[config.mk]
export PLATFORM = sky130hd
export DESIGN_NAME = pc_fetch_ctrl
export DESIGN_NICKNAME = d
export VERILOG_FILES = /design/src/rtl/pc_fetch_ctrl.sv
export SDC_FILE = /design/constraint.sdc
export NUM_CORES = 1
export LEC_CHECK = 0
export CORE_UTILIZATION = 50
export CTS_BUF_LIST = sky130_fd_sc_hd__clkbuf_8
export DETAILED_ROUTE_END_ITERATION = 8
export PLACE_DENSITY_LB_ADDON = 0.3
export SLEW_MARGIN = 15
export SYNTH_ARGS = -nofsm -noshare
export SYNTH_HDL_FRONTEND = slang
export SYNTH_SLANG_ARGS = --single-unit
[constraint.sdc]
create_clock -name clk -period 4.2 [get_ports clk]
set_input_delay 0.84 -clock clk [delete_from_list [all_inputs] [get_ports clk]]
set_output_delay 0.84 -clock clk [all_outputs]
set_load 0.1 [all_outputs]
[src/rtl/pc_fetch_ctrl.sv]
// Instruction-fetch sequencer: owns the PC, keeps one fetch in flight, buffers PC-tagged words for decode.
// Optional build macro PC_FETCH_MISALIGN_TRAP_EN adds misalign_err and a HALT state for bad redirect targets.
module pc_fetch_ctrl #(
    parameter int                    DATA_WIDTH = 32,
    parameter logic [DATA_WIDTH-1:0] RESET_PC   = 32'h0000_0000,
    parameter int                    BUF_DEPTH  = 2
) (
    input  logic                  clk,
    input  logic                  rst_n,
    input  logic [1:0]            redir_src,
    input  logic [DATA_WIDTH-1:0] redir_pc,
    input  logic [DATA_WIDTH-1:0] redir_imm,
    input  logic [DATA_WIDTH-1:0] redir_alu,
    output logic                  imem_req_valid,
    output logic [DATA_WIDTH-1:0] imem_req_addr,
    input  logic                  imem_req_ready,
    input  logic                  imem_rsp_valid,
    input  logic [DATA_WIDTH-1:0] imem_rsp_data,
    output logic                  inst_valid,
    output logic [DATA_WIDTH-1:0] inst_data,
    output logic [DATA_WIDTH-1:0] inst_pc,
    input  logic                  inst_ready,
`ifdef PC_FETCH_MISALIGN_TRAP_EN
    output logic                  misalign_err,
`endif
    output logic [DATA_WIDTH-1:0] fetch_pc
);

    localparam int PTR_W = $clog2(BUF_DEPTH);
    localparam int CNT_W = PTR_W + 1;

    localparam logic [2:0] S_IDLE  = 3'd0;
    localparam logic [2:0] S_REQ   = 3'd1;
    localparam logic [2:0] S_WAIT  = 3'd2;
    localparam logic [2:0] S_DRAIN = 3'd3;
`ifdef PC_FETCH_MISALIGN_TRAP_EN
    localparam logic [2:0] S_HALT  = 3'd4;
`endif

    logic [2:0]            state;
    logic [DATA_WIDTH-1:0] req_pc;
    logic                  outstanding;
    logic [CNT_W-1:0]      count;
    logic [PTR_W-1:0]      wr_ptr;
    logic [PTR_W-1:0]      rd_ptr;
    logic [DATA_WIDTH-1:0] buf_data [BUF_DEPTH];
    logic [DATA_WIDTH-1:0] buf_pc   [BUF_DEPTH];

    logic                  redirect;
    logic [DATA_WIDTH-1:0] raw_target;
    logic [DATA_WIDTH-1:0] target;
    logic [CNT_W:0]        inflight;
    logic                  handshake;
    logic                  push;
    logic                  pop;

    assign redirect = (redir_src == 2'b01) || (redir_src == 2'b10);

    always_comb begin
        raw_target = redir_pc + redir_imm;
        if (redir_src == 2'b10)
            raw_target = {redir_alu[DATA_WIDTH-1:1], 1'b0};
    end

`ifdef PC_FETCH_MISALIGN_TRAP_EN
    logic misalign;
    assign misalign = redirect && raw_target[1];
    assign target   = raw_target;
`else
    assign target   = raw_target & ~{{(DATA_WIDTH-2){1'b0}}, 2'b11};
`endif

    // Issue only while the FIFO is guaranteed room for the reply; this is what makes a full push impossible.
    assign inflight       = {1'b0, count} + {{CNT_W{1'b0}}, outstanding};
    assign imem_req_valid = (state == S_REQ) && (inflight < (CNT_W+1)'(BUF_DEPTH));
    assign imem_req_addr  = fetch_pc;
    assign handshake      = imem_req_valid && imem_req_ready;

    assign push       = (state == S_WAIT) && imem_rsp_valid && !redirect;
    assign inst_valid = (count != '0);
    assign pop        = inst_valid && inst_ready;
    assign inst_data  = buf_data[rd_ptr];
    assign inst_pc    = buf_pc[rd_ptr];

    always_ff @(posedge clk or negedge rst_n) begin
        if (!rst_n) begin
            state       <= S_IDLE;
            fetch_pc    <= RESET_PC;
            req_pc      <= '0;
            outstanding <= 1'b0;
`ifdef PC_FETCH_MISALIGN_TRAP_EN
            misalign_err <= 1'b0;
`endif
        end else begin
            case (state)
                S_IDLE: state <= S_REQ;
                S_REQ: begin
                    if (handshake) begin
                        req_pc      <= fetch_pc;
                        outstanding <= 1'b1;
                    end
                    if (redirect) begin
                        fetch_pc <= target;
                        if (handshake)
                            state <= S_DRAIN;
                    end else if (handshake) begin
                        fetch_pc <= fetch_pc + DATA_WIDTH'(4);
                        state    <= S_WAIT;
                    end
                end
                S_WAIT: begin
                    if (imem_rsp_valid) begin
                        outstanding <= 1'b0;
                        state       <= S_REQ;
                    end else if (redirect) begin
                        state <= S_DRAIN;
                    end
                    if (redirect)
                        fetch_pc <= target;
                end
                // The wrong-path reply is swallowed here; a redirect arriving meanwhile only retargets.
                S_DRAIN: begin
                    if (imem_rsp_valid) begin
                        outstanding <= 1'b0;
                        state       <= S_REQ;
                    end
                    if (redirect)
                        fetch_pc <= target;
                end
`ifdef PC_FETCH_MISALIGN_TRAP_EN
                S_HALT: state <= S_HALT;
`endif
                default: state <= S_IDLE;
            endcase
`ifdef PC_FETCH_MISALIGN_TRAP_EN
            if (misalign && state != S_IDLE && state != S_HALT) begin
                state        <= S_HALT;
                outstanding  <= 1'b0;
                misalign_err <= 1'b1;
            end
`endif
        end
    end

    always_ff @(posedge clk or negedge rst_n) begin
        if (!rst_n) begin
            wr_ptr <= '0;
            rd_ptr <= '0;
            count  <= '0;
            for (int i = 0; i < BUF_DEPTH; i++) begin
                buf_data[i] <= '0;
                buf_pc[i]   <= '0;
            end
        end else if (redirect) begin
            wr_ptr <= '0;
            rd_ptr <= '0;
            count  <= '0;
        end else begin
            if (push) begin
                buf_data[wr_ptr] <= imem_rsp_data;
                buf_pc[wr_ptr]   <= req_pc;
                wr_ptr           <= wr_ptr + PTR_W'(1);
            end
            if (pop)
                rd_ptr <= rd_ptr + PTR_W'(1);
            case ({push, pop})
                2'b10:   count <= count + CNT_W'(1);
                2'b01:   count <= count - CNT_W'(1);
                default: count <= count;
            endcase
        end
    end

endmodule

==> results.rst, run 1 <==
.. list-table::
   :header-rows: 1

   * - Metric
     - Value
   * - Power density relative to cell area
     - 783 mW/mm^2
   * - Clock Root Buffer
     - clkbuf_8
   * - Number of global-route vias before repair
     - 7875
   * - Remaining routing DRC violations
     - 0
   * - Max-cap violation count
     - 0
   * - Antenna Cells
     - 0
   * - Compound-cell area share of the yosys netlist
     - 11.3%
   * - Path type of the worst setup path
     - register to output port
   * - I/O Buffers
     - 256
   * - Post-synthesis sequential area ratio
     - 45.6%
   * - Critical path's largest stage delay
     - 0.97 ns
   * - Die ar.
     - 0.0216 sq mm
   * - Worst max-slew margin expressed relative to the limit
     - 30.2%
   * - Horizontal extent of the die
     - 147 um
   * - RePlAce Congestion
     - 0.897
   * - Length of the first detailed-routing pass in iterations
     - 5
   * - Critical Path, Cell by Cell
     - buf_12 > mux2_2 > clkdlybuf4s50_1
   * - Worst hold path type
     - input port to async pin
   * - Layout cell share with drive strength beyond 1
     - 26.0%
   * - WP data required
     - 3.36 ns
   * - Total Nets Final
     - 1322
   * - Pre-CTS setup slack
     - 0.394 ns
   * - Pins Over Slew Limit
     - 0
   * - Hold bufs inserted after CTS
     - 0
   * - Crit path DAT
     - 2.81 ns
   * - CTS H-tree depth
     - 4
   * - Leakage Power
     - 0.00596 uW
   * - Post-synth EDFFs
     - 0
   * - Number of buffers added by the clock tree synthesis step
     - 17
   * - Worst reg2reg endpoint
     - fetch_pc[30]
   * - Clk Latency, worst-skew pair
     - 0.46 ns
   * - Slowest CP cell
     - clkdlybuf4s50_1
   * - Final Hold Violating Endpoints
     - 0
   * - Vias
     - 7886
   * - # Post-CTS Setup Buffers
     - 0
   * - Antenna Nets Post-Route
     - 0
   * - Start point of the critical path
     - rd_ptr
   * - Maximum clock rate
     - 274 MHz
   * - Mean instance size in the synthesized netlist
     - 11.1 sq um
   * - Global-route usage over all layers
     - 23.6%
   * - Final sum of negative setup slack
     - 0 ns
   * - Highest-count cells in the layout ignoring fill and taps
     - 235 x clkdlybuf4s50_1, 216 x mux2_2, 190 x dfrtp_1
   * - CTS clk-pin slew, worst paths
     - 0.09 ns
   * - Worst-case clock skew
     - 0.0108 ns
   * - Shortest period the worst path allows
     - 3.65 ns
   * - Proportion of synthesized area in mux cells
     - 23.8%
   * - DP HPWL
     - 18500 um
   * - Wirelength, routed
     - 24800 um
   * - Least-Margin Pin Slew
     - 1.04 ns
   * - Post_cts resized
     - 0
   * - Layout Area Growth over Synthesis
     - 28.4%
   * - Synthesis Warnings
     - 0
   * - Sink Count
     - 191
   * - Post-synthesis xor/xnor area fraction
     - 2.34%
   * - Buf+Inv Stages, Crit Path
     - 2
   * - Total setup violations reported at the end of the flow
     - 0
   * - Final Worst Setup Slack
     - 0.545 ns
   * - Share of flip-flops with an asynchronous set or reset after synthesis
     - 100%
   * - Starting density of the core
     - 51.3%
   * - Clock tree from TritonCTS
     - yes
   * - Gate Count Post-Synth
     - 942
   * - Most common cell after layout, fill and taps aside
     - clkdlybuf4s50_1
   * - Synthesized cell area
     - 0.0105 sq mm
   * - Per-cell via count in the routed design
     - 5.49
   * - Io pins
     - 265
   * - Highest ir drop seen on vdd
     - 0.000623 V
   * - Kind of end point of the critical path
     - output port
   * - Total number of placement rows
     - 52
   * - Pin count of the biggest net entering global routing
     - 102
   * - Number of register bits inferred by synthesis
     - 191
   * - Die boundary height
     - 147 um
   * - Dominant register cell in the synthesized netlist
     - dfrtp_1
   * - Area share of fa/ha/maj cells after synthesis
     - 3.82%
   * - Number of gates on the worst path with buffers counted
     - 3
   * - Startpoint kind of the worst setup timing path
     - register
   * - Number of antenna violations at the first check in global routing
     - 0
   * - Post-synth cell types
     - 61
   * - Wire length per cell after detailed routing
     - 17.2 um
   * - Max Fanout on Critical Path
     - 35
   * - Cell family contributing the most delay on the critical path
     - buffers and inverters
   * - Fin crit share
     - 87.0%
   * - Dominant combinational cell family by area after synthesis
     - multiplexers
   * - 1st-iter DRT viols
     - 534
   * - Logic depth of the worst register-to-register path
     - 9
   * - Buffer depth of the longest clock path
     - 2
   * - Core region area
     - 0.0204 sq mm
   * - Setup repair after global routing missed its margin
     - false
   * - Overall power consumption
     - 10500 uW
   * - Setup slack on the worst flop-to-flop path
     - 1.36 ns
   * - Area share of and/or/nand/nor cells after synthesis
     - 8.59%
   * - Result of the run
     - finished clean
   * - Total global routing overflow
     - 0
   * - Worst setup endpoint
     - inst_pc[10]
   * - Min Hold Slack
     - 0.436 ns
   * - Reg-to-reg startpoint
     - fetch_pc[2]
   * - First-pass GRT wire length
     - 40300 um
through the flow:
stage | util, % | area (sq um) | cells
finish | 65.9 | 13500 | 1437
global route | 65.9 | 13500 | 1437
global placement | 64.1 | 13100 | 1406
CTS | 65.9 | 13500 | 1437
detailed placement | 64.1 | 13100 | 1406
floorplan | - | 10500 | 947
metal layers:
| layer | vias to the layer above | GRT usage, % | wire (um) |
|---|---|---|---|
| met5 | - | 0 | 0 |
| met4 | 0 | 6.41 | 371 |
| met3 | 28 | 5.19 | 1600 |
| met2 | 276 | 38.5 | 11600 |
| met1 | 3786 | 31.7 | 11200 |
| li1 | 3796 | - | - |
cells by family after synthesis:
logic type	Yosys count
AO/OA/AOI/OAI	184
XOR/XNOR	28
adder cells (fa/ha/maj)	32
buffers and inverters	91
flip-flops	191
multiplexers	222
other	1
AND/OR/NAND/NOR	193
layout make-up:
cell class | count | area (sq um)
clock buffers | 18 | 248
inverters | 9 | 33.8
repair buffers | 271 | 2670
fillers | 1674 | 6960
flip-flops and latches | 191 | 4780
clock inverters | 13 | 125
multi-input cells | 665 | 5280
well taps | 270 | 338
where the power goes:
part / internal (uW) / switching (uW) / total (uW)
registers: 2390 / 522 / 2910
clock network: 533 / 616 / 1150
logic: 1710 / 4770 / 6490
sequential cells by signal, indices dropped and copies added (netlist names):
register,cells
rd_ptr,1
state,2
req_pc,30
buf_pc,60
count,2
buf_data,64
outstanding,1
wr_ptr,1
fetch_pc,30
worst register-to-register path: cells and delay by family, from the launching register on:
| kind | cells | cell delay, ns |
|---|---|---|
| DFF | 1 | 0.51 |
| adders and majority gates | 1 | 0.23 |
| AOI/OAI and AO/OA | 3 | 0.53 |
| and+or+nand+nor | 5 | 1.49 |
cells in the mapped netlist, drive strengths merged (3+ instances only):
cell type	number	share of area (%)
a31oi	5	0.30
ha	32	3.8
mux2	216	23
nor2	53	1.9
nand4	4	0.24
o21bai	3	0.21
inv	9	0.32
xor2	14	1.2
a221oi	6	0.68
nor2b	9	0.54
xnor2	14	1.2
nand2b	5	0.30
and3	7	0.42
and2	7	0.47
o22a	3	0.25
o31ai	4	0.29
clkbuf	43	1.5
buf	39	2.7
nor3	12	0.62
nand3	21	1.0
nand2	63	2.3
o21ai	40	1.9
o211ai	6	0.43
or3	7	0.47
dfrtp	191	46
a41oi	4	0.41
a21o	13	0.95
o22ai	9	0.54
a211oi	13	0.93
mux2i	6	0.57
a21oi	61	2.9
worst min path at each step:
stage                     start           end  depth (start not counted)
floorplan            req_pc[12]    req_pc[12]                          2
global placement    outstanding   outstanding                          2
detailed placement   buf_pc[31]    buf_pc[31]                          1
CTS                       rst_n  buf_data[29]                          1
global route              rst_n  buf_data[56]                          1
finish                    rst_n  buf_data[29]                          1
Note: power is estimated with default switching activity, not from simulation.
==> run 2, diff against run 1 <==
--- a/config.mk
+++ b/config.mk
@@ -8,7 +8,10 @@
 export CORE_UTILIZATION = 50
 export CTS_BUF_LIST = sky130_fd_sc_hd__clkbuf_8
 export DETAILED_ROUTE_END_ITERATION = 8
+export HOLD_SLACK_MARGIN = 0.05
 export PLACE_DENSITY_LB_ADDON = 0.3
+export RECOVER_POWER = 100
+export SETUP_SLACK_MARGIN = 0.15
 export SLEW_MARGIN = 15
 export SYNTH_ARGS = -nofsm -noshare
 export SYNTH_HDL_FRONTEND = slang
==> run 2 against run 1 <==
  * The run now ends with capacitance limit, slew limit left
  * Flip-flop and latch count is the same
  * Cell area shrank 1.0%
  * Non-clock buffer count is the same
  * Sequential share of layout area grew 0.37 points
  * Critical path depth grew 5
  * Power shrank 2.4%
  * Via count shrank 0.28%
  * Routed wire length is essentially flat
  * Final cell count is the same
  * Clock skew grew 0.00059 ns
  * Worst hold slack gained 0.049 ns
  * Highest routed layer unchanged
==> results.rst, run 2 (synthesized netlist as in run 1, its figures left out) <==
.. list-table::
   :header-rows: 1

   * - Metric
     - Value
   * - Result of the run
     - finished, violations left
   * - Violations in the final reports
     - capacitance limit, slew limit
   * - Largest register FFs
     - 64
   * - Highest ir drop seen on vdd
     - 0.000600 V
   * - Total Nets Final
     - 1322
   * - Io pins
     - 265
   * - # Post-CTS Setup Buffers
     - 0
   * - Starting density of the core
     - 51.3%
   * - Antenna Nets Post-Route
     - 0
   * - I/O Buffers
     - 256
   * - Clk Latency, worst-skew pair
     - 0.46 ns
   * - Reg-to-reg startpoint
     - state[1]
   * - Pin count of the biggest net entering global routing
     - 102
   * - Critical Path, Cell by Cell
     - dlygate4sd3_1 > inv_1 > ha_1 > nor2b_1 > clkbuf_1 > o21ai_0 > a21oi_1 > o22ai_1
   * - Most common cell after layout, fill and taps aside
     - mux2_2
   * - Wirelength, routed
     - 24800 um
   * - Shortest period the worst path allows
     - 3.79 ns
   * - Buf+Inv Stages, Crit Path
     - 3
   * - 1st-iter DRT viols
     - 497
   * - Fin crit share
     - 90.2%
   * - Antenna Cells
     - 0
   * - Max-cap violation count
     - 1
   * - Remaining routing DRC violations
     - 0
   * - WP data required
     - 4.54 ns
   * - Crit path DAT
     - 4.12 ns
   * - Register ranked first by flip-flop count
     - buf_data
   * - Launch instance of the worst min-delay path
     - outstanding
   * - Total global routing overflow
     - 0
   * - Number of antenna violations at the first check in global routing
     - 0
   * - CTS H-tree depth
     - 4
   * - Power density relative to cell area
     - 772 mW/mm^2
   * - Slowest CP cell
     - clkbuf_1
   * - Final Hold Violating Endpoints
     - 0
   * - Number of global-route vias before repair
     - 7875
   * - Pre-CTS setup slack
     - 0.394 ns
   * - Final Worst Setup Slack
     - 0.413 ns
   * - Sink Count
     - 191
   * - Clock Root Buffer
     - clkbuf_8
   * - First-pass GRT wire length
     - 40300 um
   * - Wire length per cell after detailed routing
     - 17.3 um
   * - Leakage Power
     - 0.00595 uW
   * - Total setup violations reported at the end of the flow
     - 0
   * - Hold bufs inserted after CTS
     - 0
   * - Largest regs
     - buf_data (64), buf_pc (60)
   * - Number of buffers added by the clock tree synthesis step
     - 17
   * - Max Fanout on Critical Path
     - 26
   * - Finished Layout Cells
     - 1437
   * - Worst hold path type
     - register to register
   * - RePlAce Congestion
     - 0.897
   * - Cell count after placement
     - 1406
   * - Pins Over Slew Limit
     - 101
   * - DP HPWL
     - 18500 um
   * - Post_cts resized
     - 0
   * - CTS clk-pin slew, worst paths
     - 0.09 ns
   * - Start point of the critical path
     - redir_src[0]
   * - Worst max-slew margin expressed relative to the limit
     - -67.8%
   * - Layout Area Growth over Synthesis
     - 27.1%
   * - Startpoint kind of the worst setup timing path
     - input port
   * - Buffer depth of the longest clock path
     - 2
   * - Horizontal extent of the die
     - 147 um
   * - Final sum of negative setup slack
     - 0 ns
   * - Cell family contributing the most delay on the critical path
     - buffers and inverters
   * - Total number of placement rows
     - 52
   * - Length of the first detailed-routing pass in iterations
     - 5
   * - Highest-count cells in the layout ignoring fill and taps
     - 214 x mux2_2, 190 x dfrtp_1, 128 x clkdlybuf4s50_1
   * - Die boundary height
     - 147 um
   * - Setup repair after global routing missed its margin
     - false
   * - Worst-case clock skew
     - 0.0114 ns
   * - Layout cell share with drive strength beyond 1
     - 23.6%
   * - Kind of end point of the critical path
     - register
   * - Critical path's largest stage delay
     - 0.86 ns
   * - Core region area
     - 0.0204 sq mm
   * - Least-Margin Pin Slew
     - 2.52 ns
   * - Path type of the worst setup path
     - input port to register
   * - Per-cell via count in the routed design
     - 5.47
   * - Clock tree from TritonCTS
     - yes
   * - Die ar.
     - 0.0216 sq mm
   * - Global-route usage over all layers
     - 23.6%
   * - Maximum clock rate
     - 264 MHz
   * - Vias
     - 7864
   * - Utilization of the core after routing
     - 65.2%
[run 2: changes by cell type in the layout (fill, tap and decap cells not counted), moves of 2 or more]
cell and delta:
clkdlybuf4s50_1 -107, dlygate4sd3_1 +107, buf_4 -23, clkbuf_1 +21, clkbuf_2 +3, and2_0 +2
mux2_1 +2, mux2_2 -2
[run 2: stage by stage]
stage / hold WS, ns / total power, uW / cell area (sq um)
final: 0.485 / 10300 / 13300
after global routing: 0.519 / 10700 / 13300
after CTS: 0.467 / 10600 / 13500
after detailed placement: 0.488 / 9460 / 13100
after global placement: 0.478 / 9370 / 13100
after floorplan: 0.462 / 8050 / 10500
[run 2: path summary, 6_finish.rpt]
path / end / slack [ns] / cells after the start
hold reg to reg: outstanding / 0.49 / 2
setup / recovery: fetch_pc[17] / 0.41 / 8
hold / removal: outstanding / 0.49 / 2
min in group asynchronous: buf_data[29] / 1.11 / 1
setup reg to reg: buf_data[21] / 1.05 / 5
max in group asynchronous: state[0] / 1.27 / 2
[run 2: where the power goes]
group / total (uW) / internal, uW / switching (uW)
Clock: 1150 / 533 / 619
Combinational: 6240 / 1480 / 4760
Sequential: 2900 / 2390 / 505
[run 2: final cells by class]
class                      instances  area (sq um)
clock buffer                      18           248
clock inverter                    13           125
multi-input combinational        665          5240
inverter                           9          33.8
sequential                       191          4780
fill                            1694          7100
tap                              270           338
timing repair buffer             271          2560
[run 2: per-layer routing]
| layer | track usage [%] | share of wire, % |
|---|---|---|
| met5 | 0 | 0 |
| met4 | 6.41 | 1.4 |
| met3 | 5.19 | 6.5 |
| met2 | 38.5 | 47 |
| met1 | 31.7 | 45 |
[run 2: worst reg2reg max path: stages, from the launching register on]
cell and delay, ns:
dfrtp_1 0.45, nand2_1 0.09, nor2_1 0.37, nand3_1 0.95
clkbuf_4 0.74, mux2_2 0.43
==> run 3, diff against run 2 <==
--- a/config.mk
+++ b/config.mk
@@ -8,10 +8,12 @@
 export CORE_UTILIZATION = 50
 export CTS_BUF_LIST = sky130_fd_sc_hd__clkbuf_8
 export DETAILED_ROUTE_END_ITERATION = 8
+export GPL_TIMING_DRIVEN = 0
 export HOLD_SLACK_MARGIN = 0.05
 export PLACE_DENSITY_LB_ADDON = 0.3
 export RECOVER_POWER = 100
 export SETUP_SLACK_MARGIN = 0.15
+export SKIP_LAST_GASP = 1
 export SLEW_MARGIN = 15
 export SYNTH_ARGS = -nofsm -noshare
 export SYNTH_HDL_FRONTEND = slang
==> run 3 against run 2 <==
  * The run still ends with capacitance limit, slew limit left
  * Cell area increased by 1.5%
  * Highest routed layer unchanged
  * Via count increased by 5.7%
  * Final cell count increased by 4.7%
  * Worst hold slack improved by 0.022 ns
==> results.rst, run 3 (synthesized netlist as in run 1, its figures left out) <==
.. list-table::
   :header-rows: 1

   * - Metric
     - Value
   * - Clock tree from TritonCTS
     - yes
   * - Worst-case clock skew
     - 0.00524 ns
   * - Min Hold Slack
     - 0.507 ns
   * - Final Hold Violating Endpoints
     - 0
   * - Register ranked first by flip-flop count
     - buf_data
   * - First-pass GRT wire length
     - 42300 um
   * - Leakage Power
     - 0.00601 uW
   * - Layout Area Growth over Synthesis
     - 28.9%
   * - Highest ir drop seen on vdd
     - 0.000625 V
   * - Clock Root Buffer
     - clkbuf_8
   * - I/O Buffers
     - 256
   * - Io pins
     - 265
   * - Global-route usage over all layers
     - 24.9%
   * - Crit path DAT
     - 3.18 ns
   * - Destination of the worst hold path
     - buf_data[29]
   * - Startpoint kind of the worst setup timing path
     - register
   * - Worst max-slew margin expressed relative to the limit
     - -35.9%
   * - CTS H-tree depth
     - 4
   * - Length of the first detailed-routing pass in iterations
     - 5
   * - Result of the run
     - finished, violations left
   * - Max Fanout on Critical Path
     - 10
   * - Largest register FFs
     - 64
   * - Slowest CP cell
     - dlygate4sd3_1
   * - Die ar.
     - 0.0216 sq mm
   * - Max-cap violation count
     - 1
   * - Total Nets Final
     - 1390
   * - Die boundary height
     - 147 um
   * - Pin count of the biggest net entering global routing
     - 108
   * - Least-Margin Pin Slew
     - 2.04 ns
   * - 1st-iter DRT viols
     - 643
   * - Starting density of the core
     - 51.3%
   * - Worst hold path type
     - register to register
   * - Launch instance of the worst min-delay path
     - buf_data[29]
   * - Finished Layout Cells
     - 1504
   * - Largest regs
     - buf_data (64), buf_pc (60)
   * - Worst reg2reg endpoint
     - fetch_pc[27]
   * - Setup repair after global routing missed its margin
     - false
   * - RePlAce Congestion
     - 0.928
   * - Power density relative to cell area
     - 778 mW/mm^2
   * - Antenna Nets Post-Route
     - 0
   * - Buffer depth of the longest clock path
     - 2
   * - Wirelength, routed
     - 26600 um
   * - Sink Count
     - 191
   * - Maximum clock rate
     - 248 MHz
   * - Layout cell share with drive strength beyond 1
     - 24.2%
   * - Number of global-route vias before repair
     - 8225
   * - Shortest period the worst path allows
     - 4.02 ns
   * - Number of buffers added by the clock tree synthesis step
     - 17
   * - Most common cell after layout, fill and taps aside
     - mux2_2
   * - Violations in the final reports
     - capacitance limit, slew limit
   * - Highest-count cells in the layout ignoring fill and taps
     - 214 x mux2_2, 191 x dfrtp_1, 129 x clkdlybuf4s50_1
   * - Per-cell via count in the routed design
     - 5.53
   * - Reg-to-reg startpoint
     - state[1]
   * - Worst Hold Path Cells
     - 1
   * - CTS clk-pin slew, worst paths
     - 0.09 ns
   * - Cell count after placement
     - 1474
   * - Antenna Cells
     - 0
   * - Kind of end point of the critical path
     - output port
   * - Remaining routing DRC violations
     - 0
   * - Fin crit share
     - 95.8%
   * - Critical path's largest stage delay
     - 1.20 ns
   * - Critical Path, Cell by Cell
     - clkbuf_1 > clkbuf_1 > mux2_2 > dlygate4sd3_1
   * - Core region area
     - 0.0204 sq mm
   * - Path type of the worst setup path
     - register to output port
   * - Logic depth of the worst register-to-register path
     - 7
   * - CP dominant cell by count
     - clkbuf_1
   * - Hold bufs inserted after CTS
     - 0
   * - Total setup violations reported at the end of the flow
     - 0
   * - Total global routing overflow
     - 0
   * - Number of antenna violations at the first check in global routing
     - 0
   * - Total number of placement rows
     - 52
   * - Pins Over Slew Limit
     - 86
   * - Horizontal extent of the die
     - 147 um
   * - Utilization of the core after routing
     - 66.2%
   * - DP HPWL
     - 20300 um
   * - Setup slack on the worst flop-to-flop path
     - 1.20 ns
   * - Clk Latency, worst-skew pair
     - 0.46 ns
   * - WP data required
     - 3.36 ns
   * - Wire length per cell after detailed routing
     - 17.7 um
   * - Vias
     - 8316
==> run 3: changes by cell type in the layout (fill, tap and decap cells not counted), sizes merged, moves of 2 or more <==
cell	before	now
buf	11	38
clkbuf	43	112
clkinvlp	2	0
dlygate4sd3	107	80
==> run 3: worst max-delay path: cells and delay by family (launching register included) <==
family | cells | cell delay [ns]
multiplexers | 1 | 0.27
flip-flops | 1 | 0.33
buffers and inverters | 3 | 2.12
==> run 3: how the worst max path moves through the flow <==
stage | startpoint | to | slack, ns | cells past startpoint
final | rd_ptr | inst_data[2] | 0.18 | 4
after global routing | rd_ptr | inst_data[2] | 0.08 | 4
after CTS | rd_ptr | inst_pc[16] | 0.16 | 4
after detailed placement | redir_pc[5] | fetch_pc[30] | 0.33 | 11
after global placement | rst_n | fetch_pc[29] | -5.51 | 1
after floorplan | state[0] | fetch_pc[27] | 0.40 | 8
==> run 3: power by group <==
group / internal (uW) / switching (uW) / total (uW)
logic: 1510 / 4830 / 6350
registers: 2390 / 531 / 2920
clock network: 630 / 624 / 1250
==> run 3: area by class of cell <==
cell class                 instances  area (sq um)
timing repair buffer             257          2280
clock inverter                    10           136
fill                            1648          6910
multi-input combinational        665          5240
tap                              270           338
inverter                           9          33.8
clock buffer                      20           275
buffer                            82           444
sequential                       191          4780
==> run 3: per-stage QoR <==
step                total power [uW]  setup WS [ns]  setup TNS [ns]  cell area [sq um]
global placement                9600          -5.51        -1049.89              13400
detailed placement              9690          0.335               0              13500
floorplan                       8050          0.397               0              10500
finish                         10500          0.176               0              13500
global route                   10900         0.0833               0              13500
CTS                            11000          0.157               0              13900
==> run 3: metal layers <==
| layer | up-vias | track usage, % | part of all wire (%) |
|---|---|---|---|
| li1 | 3931 | - | - |
| met1 | 4014 | 32.0 | 43 |
| met2 | 324 | 41.2 | 48 |
| met3 | 47 | 5.81 | 6.8 |
| met4 | 0 | 8.44 | 2.4 |
| met5 | - | 0 | 0 |
==> run 3: what timing repair did <==
item | in CTS | in global routing
setup buffers | 0 | 0
gates resized for setup | 0 | 46
endpoints found under the setup margin | 0 | 46
